--- config.mk ---
export PLATFORM = sky130hd
export DESIGN_NAME = dot_scroll_sched
export DESIGN_NICKNAME = d
export VERILOG_FILES = /design/src/rtl/dot_scroll_sched.sv
export SDC_FILE = /design/constraint.sdc
export NUM_CORES = 1
export LEC_CHECK = 0
export BUFFER_PORTS_ARGS = -buffer_cell sky130_fd_sc_hd__buf_2
export CAP_MARGIN = 20
export CELL_PAD_IN_SITES_DETAIL_PLACEMENT = 0
export CELL_PAD_IN_SITES_GLOBAL_PLACEMENT = 1
export CORE_MARGIN = 2
export CORE_UTILIZATION = 35
export DETAILED_ROUTE_END_ITERATION = 6
export PLACE_DENSITY = 0.54
export SLEW_MARGIN = 20
export SYNTH_ARGS = -nofsm -noshare
export SYNTH_HDL_FRONTEND = slang
export SYNTH_SLANG_ARGS = --single-unit
export TNS_END_PERCENT = 20
--- constraint.sdc ---
create_clock -name colclk -period 6.4 [get_ports colclk]
set_clock_uncertainty 0.05 [all_clocks]
set_input_delay 0.64 -clock colclk [delete_from_list [all_inputs] [get_ports colclk]]
set_output_delay 0.64 -clock colclk [all_outputs]
set_load 0.01 [all_outputs]
--- src/rtl/dot_scroll_sched.sv ---
// dot_scroll_sched: scrolls a 5-column window of a message buffer into a 5x7 matrix controller
module dot_scroll_sched #(
  parameter int MSG_LEN    = 16,
  parameter int SCROLL_DIV = 1000
) (
  input  logic       colclk,
  input  logic       reset,
  input  logic       enable_i,
  input  logic       run_i,
  input  logic       load_valid_i,
  output logic       load_ready_o,
  input  logic [4:0] load_addr_i,
  input  logic [6:0] load_data_i,
  output logic       wr_en_o,
  output logic [4:0] wr_col_o,
  output logic [6:0] wr_data_o,
  output logic       frame_done_o,
  output logic [4:0] scroll_pos_o
);
  localparam int AW = $clog2(MSG_LEN);
  localparam int DW = SCROLL_DIV > 1 ? $clog2(SCROLL_DIV) : 1;
  typedef enum logic [1:0] {IDLE, PUSH, WAIT} state_t;
  state_t          state_q;
  logic [2:0]      k_q;
  logic [4:0]      offset_q;
  logic [DW-1:0]   div_q;
  logic [6:0]      buf_q [MSG_LEN];
  logic            wr_en_q, fd_q, ready_q;
  logic [4:0]      wr_col_q;
  logic [6:0]      wr_data_q;
  logic            load_fire, load_in_range, load_hit, go_push;
  logic [2:0]      rd_k;
  logic [5:0]      rd_sum, rd_idx;
  logic [6:0]      rd_data;
  logic [4:0]      offset_inc;
  // Freezing gates the strobes combinationally so they drop in the same cycle enable falls.
  assign wr_en_o      = wr_en_q & enable_i;
  assign load_ready_o = ready_q & enable_i;
  assign frame_done_o = fd_q & enable_i;
  assign wr_col_o     = wr_col_q;
  assign wr_data_o    = wr_data_q;
  assign scroll_pos_o = offset_q;
  // Next column to fetch; a load landing on the same edge is forwarded so it is never missed.
  always_comb begin
    load_fire     = load_valid_i & load_ready_o;
    load_in_range = {1'b0, load_addr_i} < 6'(MSG_LEN);
    go_push       = run_i && (state_q == IDLE || (state_q == WAIT && div_q == '0));
    rd_k          = (state_q == PUSH) ? k_q + 3'd1 : 3'd0;
    rd_sum        = {1'b0, offset_q} + {3'b0, rd_k};
    rd_idx        = (rd_sum >= 6'(MSG_LEN)) ? rd_sum - 6'(MSG_LEN) : rd_sum;
    load_hit      = load_fire && ({1'b0, load_addr_i} == rd_idx);
    rd_data       = load_hit ? load_data_i : buf_q[rd_idx[AW-1:0]];
    offset_inc    = (offset_q == 5'(MSG_LEN - 1)) ? 5'd0 : offset_q + 5'd1;
  end
  // Scheduler FSM with registered write port, buffer loads and frame pacing.
  always_ff @(posedge colclk or negedge reset) begin
    if (!reset) begin
      state_q   <= IDLE;
      k_q       <= '0;
      offset_q  <= '0;
      div_q     <= '0;
      wr_en_q   <= 1'b0;
      wr_col_q  <= '0;
      wr_data_q <= '0;
      fd_q      <= 1'b0;
      ready_q   <= 1'b1;
      for (int i = 0; i < MSG_LEN; i++) buf_q[i] <= '0;
    end else if (!enable_i) begin
      fd_q <= 1'b0;
    end else begin
      fd_q <= 1'b0;
      if (load_fire && load_in_range) buf_q[load_addr_i[AW-1:0]] <= load_data_i;
      if (go_push) begin
        state_q   <= PUSH;
        k_q       <= '0;
        wr_en_q   <= 1'b1;
        wr_col_q  <= '0;
        wr_data_q <= rd_data;
        ready_q   <= 1'b0;
      end else if (state_q == PUSH && k_q == 3'd4) begin
        state_q  <= WAIT;
        wr_en_q  <= 1'b0;
        fd_q     <= 1'b1;
        offset_q <= offset_inc;
        div_q    <= DW'(SCROLL_DIV - 1);
        ready_q  <= 1'b1;
      end else if (state_q == PUSH) begin
        k_q       <= rd_k;
        wr_col_q  <= 5'(rd_k);
        wr_data_q <= rd_data;
      end else if (state_q == WAIT && div_q == '0) begin
        state_q  <= IDLE;
        offset_q <= '0;
      end else if (state_q == WAIT) begin
        div_q <= div_q - 1'b1;
      end
    end
  end
endmodule
# Word-level counts from Yosys, hierarchy flattened

Index checks and enable logic that the tools add are counted.

Register bits after elaboration: 147
Input bits: 17
Output and inout port bits: 20
Word-level logic and storage cells: 108

Add/sub/neg operators: 5
Magnitude comparators: 5
Equal/unequal tests: 9
Mux-type cells: 37
Bitwise operators: 7
Reductions and logical operators: 20

Operator list:

| cell                                                        | count |
|---|---|
| bitwise mux 112 bit                                         | 1 |
| two-way mux 7 bit                                           | 7 |
| two-way mux 10 bit                                          | 4 |
| two-way mux 5 bit                                           | 7 |
| binary-select mux 7 bit (select 4 bit)                      | 1 |
| demux 7 bit (select 4 bit)                                  | 1 |
| two-way mux 3 bit                                           | 4 |
| >= comparator 5 bit (second input constant)                 | 2 |
| logical NOT 10 bit                                          | 1 |
| inverter 4 -> 5 bit                                         | 2 |
| subtractor 10 x 1 -> 10 bit (second input constant)         | 1 |
| two-way mux 2 bit                                           | 4 |
| nonzero test 2 bit                                          | 4 |
| two-way mux 1 bit                                           | 7 |
| adder 5 x 3 -> 6 bit                                        | 1 |
| equality test 5 x 6 -> 1 bit                                | 1 |
| >= comparator 6 x 5 -> 1 bit (second input constant)        | 1 |
| logical AND 1 bit                                           | 6 |
| two-way mux 6 bit                                           | 1 |
| AND reduction 3 bit                                         | 2 |
| subtractor 6 x 5 -> 6 bit (second input constant)           | 1 |
| adder 5 x 1 -> 5 bit (second input constant)                | 1 |
| equality test 5 x 4 -> 1 bit (second input constant)        | 1 |
| less-than comparator 5 x 1 -> 1 bit (second input constant) | 1 |
| other kinds (16)                                            | 21 |

# Longest topological paths before layout

Depth in word-level cells: 13
Mapped depth: 10
Gate-level depth less buffers: 9

# Worst setup path before layout

Ideal clock, no wire load.

Kind: reg-to-reg
Start: register wr_col_o[0] (netlist name)
End: register wr_data_q[0] (netlist: wr_data_o[0])
Library setup time: 0.137 ns
Arrival: 2.721 ns
Data required time: 6.213 ns
Setup slack: 3.492 ns
Cell stages (with the launch flop): 11
Path buffers: 2
Period minus slack after synthesis: 2.908 ns
Cell sequence: dfrtp_1 -> inv_1 -> ha_1 -> and2_1 -> fa_1 -> buf_2 -> clkbuf_1 -> mux4_2 -> mux2i_1 -> mux2_2 -> o221ai_1

RTL lines:

| element              | RTL line | text |
|---|---|---|
| end signal, assigned | 78       | `wr_data_q <= rd_data;` |
| end signal, assigned | 90       | `wr_data_q <= rd_data;` |
| end, declared        | 30       | `logic [6:0] wr_data_q;` |

==> results.txt <==
area leader, netlist -> dfrtp_1
Worst Tran Pin Value -> 959 ps
number of global-route vias before repair -> 4529
Synth top cells by count -> dfrtp_1, mux2_2, nand2_1, mux4_2, nor2_1
synth top area cells -> dfrtp_1, mux2_2, mux4_2
most frequent cell after synthesis -> dfrtp_1
Final Setup Violations -> 0
run status -> complete, no violations
Initial Util -> 35.7%
initial antenna violation count -> 0
Primary FF master, synth -> dfrtp_1
NumNets Final -> 578
ys async rst share -> 100%
CP endpoint kind -> flip-flop
Distinct cells, synth -> 57
startpoint types -> flip-flop
Final Max Slew Viols -> 0
Register Area -> 3550 sq um
clock root buffer -> clkbuf_16
post-route non-filler standard cell count -> 830
CTS Buffer Depth -> 2
standard-cell row count -> 51
Yosys reg bits -> 142
post-CTS setup buffer count -> 0
WS Path Type -> flip-flop to flip-flop
Worst Path Arrival -> 4220 ps
Layout fillers -> 1838
Leak -> 3.75 nW
M2 GR Usage -> 26.6%
Post-Synthesis Cells -> 523
DR WL/cell -> 20.5 um
Hold Buf Count CTS -> 0
Max-cap violations -> 0
maximum fanout along the worst path -> 18
final worst-path cycle share -> 61.6%
worst vdd ir -> 0.000183 V
first-pass GRT wire length -> 27300 um
pin count of the biggest net entering global routing -> 76
EDFF count, synth -> 0
area fraction of the dominant cell type after synthesis -> 50.6%
GR peak layer -> met2
layout cell share with drive strength beyond 1 -> 39.1%
detailed placer's ending HPWL -> 11300 um
CP required -> 6680 ps
Inserted Diodes -> 0
cts repair resizes -> 0
Peak Freq -> 0.254 GHz
setup_tns -> 0 ps
remaining global-route overflow -> 0
GRT Total Usage -> 17.1%
Worst Hold Class -> input pin to async pin
post-route ant nets -> 0
slew margin rel. -> 36.0%
pwr dens -> 367 nW/um^2
sequential share of the synthesized area -> 51.0%
CTS HTree Levels -> 4
Mapped Avg Cell Area -> 13.3 sq um
Final Hold Violating Endpoints -> 0
Area Growth Syn to Fin -> 14.9%
Ys Warns -> 0
total number of vias -> 4250
met1 Resource Use GR -> 24.3%
Mapped Area -> 6980 sq um
met3 Use GR -> 3.62%
die area -> 21100 sq um
dpl cells -> 798
Routability Congestion -> 0.763
Worst-path clk slew -> 60 ps
Clock Latency Late Sink -> 430 ps
vias per std cell -> 5.12
CTS tree -> yes
drt total wl -> 17000 um
DR iter-0 viols -> 230
Die Ht -> 145 um
post-route minimum period -> 3940 ps
I/O pin total -> 37
multi-input gate area in the final layout -> 3250 sq um
port bufs -> 34
CTS Sinks -> 142
RSZ-0062 raised after global routing -> false
First-pass DRT Iterations -> 4
total core area -> 19500 sq um
TritonCTS buffer count -> 17
Die Wd -> 145 um
drt drc -> 0
final core occ -> 41.0%
==> flip-flops by register name, indices dropped and copies added, names as in the netlist <==
name / cells
buf_q: 112
state_q: 2
scroll_pos_o: 5
ready_q: 1
wr_data_o: 7
wr_en_q: 1
fd_q: 1
div_q: 10
wr_col_o: 3
==> cells by family (layout without fill, tap and decap cells) <==
| group | count (synthesis) | count (layout) | synth area share, % |
|---|---|---|---|
| multiplexers | 152 | 152 | 28.9 |
| AO/OA/AOI/OAI | 46 | 46 | 4.68 |
| flip-flops | 142 | 142 | 51.0 |
| adder cells (fa/ha/maj) | 9 | 9 | 1.72 |
| buffers and inverters | 43 | 84 | 2.69 |
| AND/OR/NAND/NOR | 117 | 117 | 9.02 |
| other | 1 | 2 | 0.0538 |
| XOR/XNOR | 13 | 13 | 1.96 |
==> critical path: stages (launching register included) <==
cell,delay (ps)
dfrtp_1,400
inv_1,90
ha_1,300
and2_1,180
fa_1,1000
buf_4,440
xor2_1,100
or3_1,360
nor4_2,360
nand3b_1,300
o221ai_1,270
==> worst paths after layout <==
check	startpoint	endpoint	slack, ps	depth (start not counted)
max in group asynchronous	reset	buf_q[103]	4730	2
worst max register to register	wr_col_o[0]	wr_data_o[4]	2460	10
worst min register to register	wr_en_q	wr_en_q	430	2
worst max-delay path	wr_col_o[0]	wr_data_o[4]	2460	10
worst min-delay path	reset	div_q[2]	160	1
min in group colclk	wr_en_q	wr_en_q	430	2
==> power breakdown <==
part	internal [mW]	leakage (nW)	total [mW]	switching [mW]
sequential	1.01	1.94	1.11	0.0984
combinational	0.354	1.50	0.784	0.430
clock	0.635	0.303	1.05	0.417
==> area by class of cell <==
cell class | instances | share of cell area, %
clock buffer | 19 | 5.53
inverter | 15 | 0.703
tap | 265 | 4.14
clock inverter | 13 | 2.22
timing repair buffer | 37 | 2.48
multi-input combinational | 339 | 40.6
sequential | 142 | 44.4
==> placed cells by master (no fill, tap or decap), drive strengths merged, types with 6 or more instances in the layout <==
cell type  netlist  layout
dfrtp          141     141
mux2           110     110
nand2           39      39
buf             10      37
mux4            28      28
nor2            27      27
inv             15      21
clkbuf          18      19
o21ai           18      18
mux2i           14      14
nand3            8       8
xnor2            8       8
ha               8       8
o221ai           6       6
==> metrics by stage <==
step	instance area, sq um	setup slack [ps]	hold slack [ps]	total power [mW]
after floorplan	6980	3490	294	1.69
after global placement	7380	2620	407	1.91
after detailed placement	7390	2520	420	1.92
after CTS	8010	2500	183	2.99
after global routing	8010	2190	192	3.11
final	8010	2460	159	2.94
==> metal layers <==
metal,wire length [um],vias to the layer above
li1,-,1961
met1,8320,2220
met2,8050,61
met3,522,8
met4,125,0
met5,0,-
(Power assumes the default switching activity.)
